### config.mk
export PLATFORM = sky130hd
export DESIGN_NAME = pipe_stage_reg
export DESIGN_NICKNAME = d
export VERILOG_FILES = /design/src/rtl/pipe_stage_reg.sv
export SDC_FILE = /design/constraint.sdc
export NUM_CORES = 1
export LEC_CHECK = 0
export CAP_MARGIN = 20
export CORE_UTILIZATION = 41
export CTS_BUF_LIST = sky130_fd_sc_hd__clkbuf_4
export CTS_CLUSTER_SIZE = 20
export DETAILED_ROUTE_END_ITERATION = 8
export PLACE_DENSITY = 0.83
export SYNTH_ARGS = -nofsm -noshare
export SYNTH_HDL_FRONTEND = slang
export SYNTH_SLANG_ARGS = --single-unit
### constraint.sdc
create_clock -name clk -period 1.86 [get_ports clk]
set_input_delay 0.372 -clock clk [delete_from_list [all_inputs] [get_ports clk]]
set_output_delay 0.372 -clock clk [all_outputs]
set_load 0.02 [all_outputs]
### src/rtl/pipe_stage_reg.sv
`default_nettype none
// ============================================================================
//  Module   : pipe_stage_reg
//  Purpose  : Parametrised pipeline stage register carrying one packed
//             {ctrl, payload} bundle between stages. It provides valid/ready
//             flow control, hazard freeze, branch flush and an optional
//             two-entry skid buffer.
//  Ports    : clk, rst             - clock, synchronous active-high reset
//             flush                - drop held entries and the incoming beat
//             freeze               - hold state, block both sides
//             in_valid/in_ready    - upstream handshake
//             in_ctrl/in_data      - upstream control field / payload
//             out_valid/out_ready  - downstream handshake (head entry)
//             out_ctrl/out_data    - head control (masked) / payload
//             count                - number of held entries (0..SKID+1)
//  Revision : 1.0 - initial release
// ============================================================================
module pipe_stage_reg #(
  parameter int CTRL_W = 4,
  parameter int DATA_W = 96,
  parameter int SKID   = 0,
  parameter int CNT_W  = 2
) (
  input  logic              clk,
  input  logic              rst,
  input  logic              flush,
  input  logic              freeze,
  input  logic              in_valid,
  output logic              in_ready,
  input  logic [CTRL_W-1:0] in_ctrl,
  input  logic [DATA_W-1:0] in_data,
  output logic              out_valid,
  input  logic              out_ready,
  output logic [CTRL_W-1:0] out_ctrl,
  output logic [DATA_W-1:0] out_data,
  output logic [CNT_W-1:0]  count
);

  localparam logic [CNT_W-1:0] c_CNT_ZERO = CNT_W'(0);
  localparam logic [CNT_W-1:0] c_CNT_ONE  = CNT_W'(1);
  localparam logic [CNT_W-1:0] c_CNT_TWO  = CNT_W'(2);

  // Entry 0 is always the head; entry 1 is only used with the skid buffer.
  logic [CTRL_W-1:0] ctrl_q [2];
  logic [CTRL_W-1:0] ctrl_d [2];
  logic [DATA_W-1:0] data_q [2];
  logic [DATA_W-1:0] data_d [2];
  logic [CNT_W-1:0]  count_q;
  logic [CNT_W-1:0]  count_d;

  logic w_room;
  logic w_push;
  logic w_pop;

  generate
    if (SKID == 0) begin : g_single
      // A full single entry can still accept when the head leaves this cycle.
      assign w_room = (count_q == c_CNT_ZERO) | out_ready;
    end else begin : g_skid
      // Ready depends only on held occupancy, breaking the out_ready path.
      assign w_room = (count_q < c_CNT_TWO);
    end
  endgenerate

  assign in_ready  = ~rst & ~freeze & w_room;
  assign out_valid = ~freeze & (count_q != c_CNT_ZERO);
  assign w_push    = in_valid & in_ready;
  assign w_pop     = out_valid & out_ready;

  assign out_ctrl  = out_valid ? ctrl_q[0] : '0;
  assign out_data  = data_q[0];
  assign count     = count_q;

  always_comb begin
    ctrl_d  = ctrl_q;
    data_d  = data_q;
    count_d = count_q;
    if (flush) begin
      ctrl_d  = '{default: '0};
      data_d  = '{default: '0};
      count_d = c_CNT_ZERO;
    end else if (SKID == 0) begin
      if (w_push) begin
        ctrl_d[0] = in_ctrl;
        data_d[0] = in_data;
        count_d   = c_CNT_ONE;
      end else if (w_pop) begin
        count_d   = c_CNT_ZERO;
      end
    end else begin
      case ({w_push, w_pop})
        2'b10: begin
          if (count_q == c_CNT_ZERO) begin
            ctrl_d[0] = in_ctrl;
            data_d[0] = in_data;
            count_d   = c_CNT_ONE;
          end else begin
            ctrl_d[1] = in_ctrl;
            data_d[1] = in_data;
            count_d   = c_CNT_TWO;
          end
        end
        2'b01: begin
          // Shift only when a second entry exists; a lone head stays put so
          // out_data keeps its last value once the stage drains.
          if (count_q == c_CNT_TWO) begin
            ctrl_d[0] = ctrl_q[1];
            data_d[0] = data_q[1];
          end
          count_d = count_q - c_CNT_ONE;
        end
        2'b11: begin
          // Only reachable with one entry held: head replaced in place.
          ctrl_d[0] = in_ctrl;
          data_d[0] = in_data;
        end
        default: ;
      endcase
    end
  end

  always_ff @(posedge clk) begin
    if (rst) begin
      for (int i = 0; i < 2; i++) begin
        ctrl_q[i] <= '0;
        data_q[i] <= '0;
      end
      count_q <= c_CNT_ZERO;
    end else begin
      for (int i = 0; i < 2; i++) begin
        ctrl_q[i] <= ctrl_d[i];
        data_q[i] <= data_d[i];
      end
      count_q <= count_d;
    end
  end

endmodule
`default_nettype wire

## Word-level counts from Yosys, hierarchy flattened

Index checks and enable logic that the tools add are counted.

- Muxes and demuxes: 3
- Bitwise gates (word level): 8
- Reductions and logical operators: 3

Operator list:

| operator | count |
|---|---|
| 1-bit AND | 5 |
| 4-bit 2-to-1 mux | 1 |
| 2-bit logical NOT | 1 |
| 1-bit 2-to-1 mux | 2 |
| 1-bit NOT | 2 |
| 2-bit nonzero test | 1 |
| 2-bit OR reduction | 1 |
| 1-bit OR | 1 |

- Register bits: 101
- Input bits: 106

## Longest topological paths before layout

- Depth in word-level cells: 5
- Mapped depth: 5
- Gate-level depth less buffers: 3

## Worst setup path before layout

No wires, ideal clock.

- Path type: register -> output
- From: reg count_q[0], in the netlist count[0]
- To: out out_ctrl[0]
- Arrival time: 1.285 ns
- Data required time: 1.488 ns
- Path slack: 0.203 ns
- Cell stages (with the launch flop): 3
- Cells stage by stage: dfxtp_1 -> nor2b_1 -> and2_1

- Cells in the longest elaborated chain, start to end: 2

Ends and longest elaborated chain:

| what | line | text |
|---|---|---|
| from (decl) | 48 | `logic [CNT_W-1:0] count_q;` |
| from (signal assigned) | 128 | `count_q <= c_CNT_ZERO;` |
| from (signal assigned) | 134 | `count_q <= count_d;` |
| 1-bit AND | 66 | `assign out_valid = ~freeze & (count_q != c_CNT_ZERO);` |
| named net out_valid | 32 | `output logic out_valid,` |
| 4-bit 2-to-1 mux | 70 | `assign out_ctrl = out_valid ? ctrl_q[0] : '0;` |
| to (decl) | 34 | `output logic [CTRL_W-1:0] out_ctrl,` |

The timed path passes the listed nets, and every way through them passes these cells.

## Worst setup path after layout

- From: in freeze
- To: out out_ctrl[3]

- Cells in the longest elaborated chain, start to end: 3

Ends and longest elaborated chain:

| what | line | text |
|---|---|---|
| from (decl) | 27 | `input logic freeze,` |
| 1-bit NOT | 66 |  |
| 1-bit AND | 66 |  |
| 4-bit 2-to-1 mux | 70 |  |

Every way passes these cells.

==> flow_metrics.py <==
metrics = {
    "run_status": {
        "status": "complete, no violations",
    },
    "sta": {
        "fmax_ghz": 0.553,
        "drv_slew": 0,
        "period_share_pct": 97.2,
        "skew_ns": 0.0168,
        "tns_ns": 0,
        "setup_violations": 0,
        "final-hold-violation-count": 0,
        "fin_crit_ns": 1.81,
    },
    "synthesis": {
        "synth_nets": 554,
        "synthSimpleGateAreaFrac_pct": 18.8,
        "synth_top_family_by_area": "multiplexers",
        "syn-cell-area_sq_mm": 0.00419,
        "syn_area_per_cell_sq_um": 9.34,
        "synthDistinctLibCells": 16,
        "ys_ff_latch": 101,
        "yosysSeqAreaShare_pct": 48.3,
        "yosysWarnings": 0,
        "yosys.area_share.adder_pct": 0,
        "syn_inst": 448,
        "synthMuxAreaShare_pct": 23.9,
        "synthXorXnorAreaFrac_pct": 0,
        "synth_compound_area_share_pct": 1.20,
    },
    "worst_setup_path": {
        "worst-path-max-fanout": 5,
        "crit_arrival_ns": 1.44,
        "r2r_start": "count[0]",
        "cp-end-kind": "output pin",
        "rrSetupSlack_ns": 0.43,
        "worstRegToRegCells": 4,
        "critPathKind": "input port to output pin",
        "reg2reg_to": "out_data[64]",
        "crit_required_ns": 1.49,
        "start_kind": "input port",
    },
    "cells_and_area": {
        "diodes": 0,
        "stdcell_area_sq_mm": 0.00658,
        "nets": 766,
        "areaGrowthSynthToFinish_pct": 57.1,
        "layout-drive-gt1-share_pct": 7.98,
        "multi_input_area_sq_mm": 0.00186,
        "post-route-util_pct": 67.0,
        "nFillCells": 798,
        "regArea_sq_mm": 0.00202,
    },
    "global_routing": {
        "grt_pass1_vias": 3627,
        "antenna_found_initial": 0,
        "grt_start_max_net_pins": 89,
        "grt-ovfl-total": 0,
        "grt_pass1_wl_microns": 16100,
        "track_usage_pct": 19.3,
    },
    "floorplan": {
        "io_pins": 210,
        "die_w_microns": 103,
        "core_sq_mm": 0.00982,
        "die_y_microns": 103,
        "dieArea_sq_mm": 0.0106,
        "rows": 36,
        "start_util_pct": 42.6,
    },
    "drt": {
        "drt-initial-drc-count": 61,
        "avgRoutedWirePerCell_microns": 13.4,
        "routed_wl_microns": 10600,
        "drc": 0,
        "ant_nets": 0,
        "vias_per_cell": 4.65,
        "drtPass1Iterations": 4,
        "vias": 3704,
    },
    "power": {
        "vdd_drop_max_uv": 344,
        "power_density_mw_per_mm2": 600,
        "leakagePower_nw": 2.40,
    },
    "clock_network": {
        "clk_latency_ns": 0.43,
        "ctsHoldBuffers": 0,
        "cts_tree": "built",
        "htreeDepth": 3,
        "clkTransAtPathRegs_ns": 0.14,
        "cts_inserted_buffers": 9,
        "cts_buffer_depth": 2,
        "cts_sinks": 101,
        "ctsRootBufferMaster": "clkbuf_4",
    },
    "placed_design": {
        "dp_hpwl_microns": 8100,
        "place_congestion": 0.753,
        "port_buffers": 208,
        "post_dp_cell_area_sq_mm": 0.00644,
    },
    "hold_path": {
        "whs_path_depth": 2,
        "min_from": "out_data[93]",
        "hp-class": "flop to flop",
        "hold_end": "out_data[93]",
    },
    "job": {
        "max_cap_violations": 0,
    },
}
## sequential cells by signal, summed over array words and instances, names as in the netlist
register / count
count: 1
ctrl_q: 4
out_data: 96
## cell usage after synthesis
cell | instances | share of area (%)
inv_2 | 2 | 0.18
nor2b_1 | 1 | 0.15
buf_4 | 2 | 0.36
and2_1 | 4 | 0.60
dfxtp_1 | 101 | 48
buf_12 | 9 | 4.3
nand2_1 | 200 | 18
buf_2 | 19 | 2.3
buf_8 | 1 | 0.36
o21a_1 | 2 | 0.36
conb_1 | 1 | 0.090
clkbuf_1 | 3 | 0.27
mux2i_1 | 100 | 24
a2111oi_4 | 1 | 0.66
nor2_1 | 1 | 0.090
a211oi_1 | 1 | 0.18
## how the worst max path moves through the flow
| stage | from | endpoint | slack [ns] |
|---|---|---|---|
| floorplan | count[0] | out_ctrl[0] | 0.20 |
| global placement | freeze | out_ctrl[3] | -0.25 |
| detailed placement | freeze | out_ctrl[3] | -0.35 |
| CTS | count[0] | out_ctrl[0] | 0.002 |
| global route | count[0] | out_ctrl[3] | -0.02 |
| finish | freeze | out_ctrl[3] | 0.05 |
## area by class of cell
type / instances / area share [%]
Tap cell: 133 / 2.53
Timing Repair Buffer: 235 / 36.3
Inverter: 2 / 0.114
Sequential cell: 101 / 30.8
Clock inverter: 5 / 0.932
Clock buffer: 10 / 1.14
Multi-Input combinational cell: 311 / 28.2
## through the flow
step	power, W	std cells	hold slack (ns)	worst slack [ns]
after floorplan	0.00252	448	0.430	0.203
after global placement	0.00285	782	0.442	-0.252
after detailed placement	0.00286	782	0.446	-0.347
after CTS	0.00400	797	0.443	0.00223
after global routing	0.00412	797	0.449	-0.0155
final	0.00394	797	0.465	0.0517
## kinds of logic (layout without fill, tap and decap cells)
kind of cell           after synthesis  in the layout
AOI/OAI and AO/OA                    4              4
and+or+nand+nor                    206            206
DFF                                101            101
muxes                              100            100
buffers and inverters               36            252
other                                1              1
## power breakdown
group	switching [W]	internal [W]	total, W
Clock	0.000709	0.000423	0.00113
Combinational	0.000240	0.000360	0.000600
Sequential	0.0000159	0.00220	0.00221
## metal layers
metal | up-vias | GRT usage (%) | wire length, microns
li1 | 1859 | - | -
met1 | 1698 | 20.3 | 4260
met2 | 126 | 36.2 | 5360
met3 | 21 | 5.29 | 789
met4 | 0 | 7.69 | 233
met5 | - | 0 | 0
## worst max-delay path, cell delays in order
cell	delay, ns
clkdlybuf4s50_1	0.48
nor2b_4	0.18
and2_1	0.15
clkdlybuf4s15_2	0.26
## what timing repair did
action                                  in CTS  in global routing
endpoints found under the setup margin       7                  9
setup buffers                                0                  0
resized for setup                           17                  9
## cell usage in the layout, fill, tap and decap left out
cell type,count
dlygate4sd2_1,2
clkbuf_2,3
clkinvlp_4,3
nand2_1,200
clkdlybuf4s15_2,1
a2111oi_4,1
buf_12,9
buf_4,18
and2_1,4
nor2_4,1
a211oi_1,1
mux2i_1,100
dfxtp_1,100
inv_6,1
clkdlybuf4s50_1,197
clkbuf_4,10
buf_2,1
o21a_1,2
nor2b_4,1
inv_2,2
dfxtp_2,1
bufinv_16,1
dlymetal6s2s_1,4
conb_1,1
(Power assumes the default switching activity.)
